File: src/rtl/troco_pkg.sv
// troco_pkg: shared note values, error codes and FSM states for the change dispenser
package troco_pkg;
  localparam int N_NOTAS = 6;
  localparam logic [7:0] VALOR_NOTA [N_NOTAS] = '{8'd2, 8'd5, 8'd10, 8'd20, 8'd50, 8'd100};
  localparam logic [2:0] ERR_NONE = 3'b000;
  localparam logic [2:0] ERR_TIMEOUT = 3'b011;
  localparam logic [2:0] ERR_TROCO = 3'b100;
  typedef enum logic [2:0] {IDLE, SELECIONA, ENTREGA, PAUSA, FIM, ERRO} estado_t;
endpackage

File: src/rtl/seletor_cedula.sv
// seletor_cedula: greedy pick of the largest stocked note not exceeding restante
module seletor_cedula
  import troco_pkg::*;
#(
  parameter int VALOR_W = 8
) (
  input  logic [VALOR_W-1:0] restante,
  input  logic [N_NOTAS-1:0] disponivel,
  output logic [VALOR_W-1:0] nota,
  output logic               valido
);
  always_comb begin
    nota = '0;
    valido = 1'b0;
    for (int i = 0; i < N_NOTAS; i++)
      if (disponivel[i] && VALOR_W'(VALOR_NOTA[i]) <= restante) begin
        nota = VALOR_W'(VALOR_NOTA[i]);
        valido = 1'b1;
      end
  end
endmodule

File: src/rtl/dispensador_troco.sv
// dispensador_troco: pays out a change amount note by note through the hopper handshake
module dispensador_troco
  import troco_pkg::*;
#(
  parameter int VALOR_W = 8,
  parameter int TIMEOUT_CYC = 16
) (
  input  logic               clk,
  input  logic               reset,
  input  logic               iniciar,
  input  logic [VALOR_W-1:0] valor_troco,
  input  logic [5:0]         disponivel,
  input  logic               nota_ack,
  input  logic               limpar_erro,
  output logic               libera,
  output logic [VALOR_W-1:0] nota_saida,
  output logic               ocupado,
  output logic               pronto,
  output logic [VALOR_W-1:0] restante,
  output logic [2:0]         erro_code
);
  localparam logic [7:0] TIMER_MAX = 8'(TIMEOUT_CYC - 1);
  estado_t state;
  logic [7:0] timer;
  logic [VALOR_W-1:0] nota;
  logic valido;
  seletor_cedula #(.VALOR_W(VALOR_W)) u_sel (
    .restante  (restante),
    .disponivel(disponivel),
    .nota      (nota),
    .valido    (valido)
  );
  assign ocupado = (state != IDLE) && (state != ERRO);
  always_ff @(posedge clk) begin
    if (reset) begin
      state <= IDLE;
      timer <= '0;
      libera <= 1'b0;
      nota_saida <= '0;
      pronto <= 1'b0;
      restante <= '0;
      erro_code <= ERR_NONE;
    end else begin
      pronto <= 1'b0;
      case (state)
        IDLE: if (iniciar) begin
          restante <= valor_troco;
          state <= SELECIONA;
        end
        SELECIONA: if (restante == '0) begin
          pronto <= 1'b1;
          state <= FIM;
        end else if (!valido) begin
          erro_code <= ERR_TROCO;
          state <= ERRO;
        end else begin
          nota_saida <= nota;
          libera <= 1'b1;
          timer <= '0;
          state <= ENTREGA;
        end
        ENTREGA: if (nota_ack) begin
          restante <= restante - nota_saida;
          libera <= 1'b0;
          nota_saida <= '0;
          state <= PAUSA;
        end else if (timer == TIMER_MAX) begin
          erro_code <= ERR_TIMEOUT;
          libera <= 1'b0;
          nota_saida <= '0;
          state <= ERRO;
        end else timer <= timer + 8'd1;
        PAUSA: state <= SELECIONA;
        FIM: state <= IDLE;
        ERRO: if (limpar_erro) begin
          erro_code <= ERR_NONE;
          restante <= '0;
          state <= IDLE;
        end
        default: state <= IDLE;
      endcase
    end
  end
endmodule

File: config.mk
export PLATFORM = sky130hd
export DESIGN_NAME = dispensador_troco
export DESIGN_NICKNAME = d
export VERILOG_FILES = /design/src/rtl/troco_pkg.sv /design/src/rtl/seletor_cedula.sv /design/src/rtl/dispensador_troco.sv
export SDC_FILE = /design/constraint.sdc
export NUM_CORES = 1
export LEC_CHECK = 0
export BUFFER_PORTS_ARGS = -buffer_cell sky130_fd_sc_hd__buf_4
export CAP_MARGIN = 5
export CORE_MARGIN = 8
export CORE_UTILIZATION = 55
export CTS_CLUSTER_DIAMETER = 100
export DETAILED_ROUTE_END_ITERATION = 12
export GPL_ROUTABILITY_DRIVEN = 1
export PLACE_DENSITY = 0.8
export SETUP_SLACK_MARGIN = 0.05
export SYNTH_ARGS = -nofsm -noshare
export SYNTH_HDL_FRONTEND = slang
export SYNTH_SLANG_ARGS = --single-unit
File: constraint.sdc
create_clock -name clk -period 2.2 [get_ports clk]
set_clock_uncertainty 0.15 [all_clocks]
set_input_delay 0.11 -clock clk [delete_from_list [all_inputs] [get_ports clk]]
set_output_delay 0.11 -clock clk [all_outputs]
set_load 0.05 [all_outputs]
==> metrics.md <==
| Metric | Value |
|---|---|
| Unrepaired setup endpoints after global routing | `true` |
| Vias | `2160` |
| CP Capture Type | `flip-flop` |
| Crit start category | `flip-flop` |
| Clk Latency, worst-skew pair | `290 ps` |
| Pin count of the biggest net entering global routing | `22` |
| DIE HEIGHT | `77.42 um` |
| #FFs+latches synth | `30` |
| Power per Cell Area | `1735 mW/mm^2` |
| Crit-path max FO | `4` |
| IO Count | `41` |
| Run status | `finished, final reports clean` |
| Number of buffers added on ports | `39` |
| Share of cells above drive strength 1 | `0.3270` |
| Total power | `4.769 mW` |
| Clock buffer depth | `2` |
| Initial antenna violation count | `0` |
| Seq pwr share | `0.196` |
| TritonRoute pass-1 iters | `5` |
| Syn Inst Count | `259` |
| Core Region | `0.003633 mm^2` |
| XOR/XNOR Fraction of Synth Area | `0.04222` |
| Data arrival, critical path | `2190 ps` |
| FF/Latch Area | `616.8 um^2` |
| Clock share of power | `0.148` |
| Switching Share | `0.4828` |
| Hold Fails Final Rpt | `0` |
| Area of the multi-input gates | `0.001388 mm^2` |
| Min Tclk post-route | `2144 ps` |
| Setup WS post-layout | `55.70 ps` |
| Die width | `77.42 um` |
| Setup CP Type | `reg -> reg` |
| Place WS | `54.15 ps` |
| Clock-pin transition on the worst setup and hold timing paths | `70 ps` |
| Maxcap violations | `0` |
| Synth area leader | `dfxtp_1` |
| Area share of fa/ha/maj cells after synthesis | `0.05790` |
| Seq/Total Area, Yosys | `0.2895` |
| Fill count | `261` |
| Final WL | `5.965 mm` |
| Gr busiest metal | `met2` |
| Synth top cells by count | `dfxtp_1 (30), inv_1 (23), nor2_1 (22), a21oi_1 (19), nor3_1 (17)` |
| Number of clock sinks | `30` |
| GRT overflow | `0` |
| CTS tree | `yes` |
| Comb power frac | `0.656` |
| Synth area leaders | `dfxtp_1 (29%), ha_1 (4.8%), a21oi_1 (4.6%)` |
| M3 GR Usage | `0.05876` |
| Synth Area in Simple Gates | `0.2491` |
| Initial DRC count | `231` |
| Dominant synthesized flop cell | `dfxtp_1` |
| Top-area cell type share of the netlist area | `0.2895` |
| Synth Area in Compound Gates | `0.2714` |
| Synth Net Count | `287` |
| Routed Antenna Nets | `0` |
| Max-slew violations | `0` |
| LEAKAGE | `1.091 nW` |
| Min-Delay Path Depth | `2` |
| Nets | `342` |
| Root buffer cell | `clkbuf_8` |
| Post-synthesis mux area share | `0.01448` |
| H-tree Lvls | `2` |
| Synth Cell Area | `0.002074 mm^2` |
| Die ar. | `0.005993 mm^2` |
| Met1 Use GR | `0.2380` |
| Antenna cells | `0` |
| DRC violations left | `0` |
| First-pass GRT wire length | `9.301 mm` |
| Synth Area per Inst | `8.010 um^2` |
| Number of synthesized flops with an enable pin | `0` |
| Main combinational cell family by area after synthesis | `compound AO/OA/AOI/OAI gates` |
| Detail Placement HPWL | `4.246 mm` |
| Setup violations, final | `0` |
| WL/cell | `16.43 um` |
| Post-route insts no fill | `363` |
| Pint | `2.467 mW` |
| Most common cell in the netlist | `dfxtp_1` |
| Min-Delay Path Class | `in -> reg` |
| Finished Core Util | `0.7565` |
| Synth-to-Final Area Change | `32.51%` |
| Met2 usage | `0.2923` |
| Asr flop ratio synth | `0` |
| Worst hold margin | `15.01 ps` |
| Critical path required time | `2240 ps` |
| Number of cells on the worst reg-to-reg path | `9` |
| Final period util | `0.9747` |
| Overall global routing resource usage | `0.1868` |
| FP Rows | `22` |
| Vias/cell | `5.950` |
| Initial Util | `0.5709` |
| FMAX | `466.4 MHz` |
| Maximum VDD drop | `1095 uV` |
| Yosys cell types | `58` |
| Post-Place Cells | `347` |
| Sw Pwr | `2.303 mW` |
| Gpl congestion | `0.8682` |
| Vias in the first global route | `1970` |
| Yosys warns | `0` |
| Total CTS buffers | `5` |
-- placed cells by master (no fill, tap or decap), drive strengths merged, types with 3 or more instances in the layout --
cell type	n
buf	58
dfxtp	30
inv	23
nor2	22
a21oi	20
nor3	17
o21ai	16
nand2	15
o22ai	9
xnor2	8
ha	8
nand3	6
clkbuf	6
nand2b	5
nor4	5
a31oi	4
a211oi	4
or4	3
a311o	3
mux2i	3
o211ai	3
nor2b	3
nor4b	3
-- final cells by class --
cell class                 count  share of cell area
clock inverter                 2             0.02185
sequential                    30              0.2244
inverter                      23             0.03141
tap                           48             0.02185
multi-input combinational    194              0.5048
timing repair buffer          60              0.1657
clock buffer                   6             0.03004
-- metal layers --
metal / wire length (um) / vias up
met4: 61 / 0
met1: 2624 / 998
met5: 0 / -
met2: 2827 / 92
li1: - / 1063
met3: 451 / 7
-- critical path, stage by stage (launching register included) --
cell and delay [ps]:
dfxtp_2 340, inv_2 80, ha_4 130, inv_2 40, fa_2 410, a21o_1 210
a21oi_2 190, o21a_1 160, nor3_2 50, o41ai_2 300
-- sequential cells by signal (all words and copies together), names as in the netlist --
name	cells
libera	1
nota_saida	7
erro_code	2
timer	8
restante	8
state	3
pronto	1
-- final timing paths --
path | start | end | slack, ps
max | restante[0] | restante[6] | 60
min | reset | erro_code[2] | 20
max reg2reg | restante[0] | restante[6] | 60
min reg2reg | libera | libera | 310
-- logic make-up (layout without fill, tap and decap cells) --
logic type      Yosys count  count (layout)
other cells               1               1
buf+inv                  35              91
compound gates           78              78
simple gates             93              93
flops                    30              30
mux                       3               3
xor+xnor                 10              10
fa+ha+maj                 9               9
-- power groups by stage --
stage          logic, mW  clock network (mW)  registers (mW)
6_report            3.13               0.704           0.935
5_1_grt             3.36               0.736           0.959
4_1_cts             2.83               0.709           0.920
3_5_place_dp        2.79                   0           0.930
3_3_place_gp        2.78                   0           0.921
2_1_floorplan       1.69                   0            1.28
-- stage by stage --
stage | TNS (ps) | area (um^2)
5_1_grt | -31.39 | 2749
6_report | 0 | 2749
3_3_place_gp | 0 | 2480
2_1_floorplan | 0 | 2096
3_5_place_dp | 0 | 2480
4_1_cts | 0 | 2646
-- what timing repair did --
item,in CTS,in global routing
gates cloned,0,0
endpoints found under the hold margin,2,0
pin swaps,0,10
setup endpoints to repair,1,10
resized for setup,1,14
hold buffers,2,0
setup buffers,0,6
Note: power is estimated with default switching activity, not from simulation.
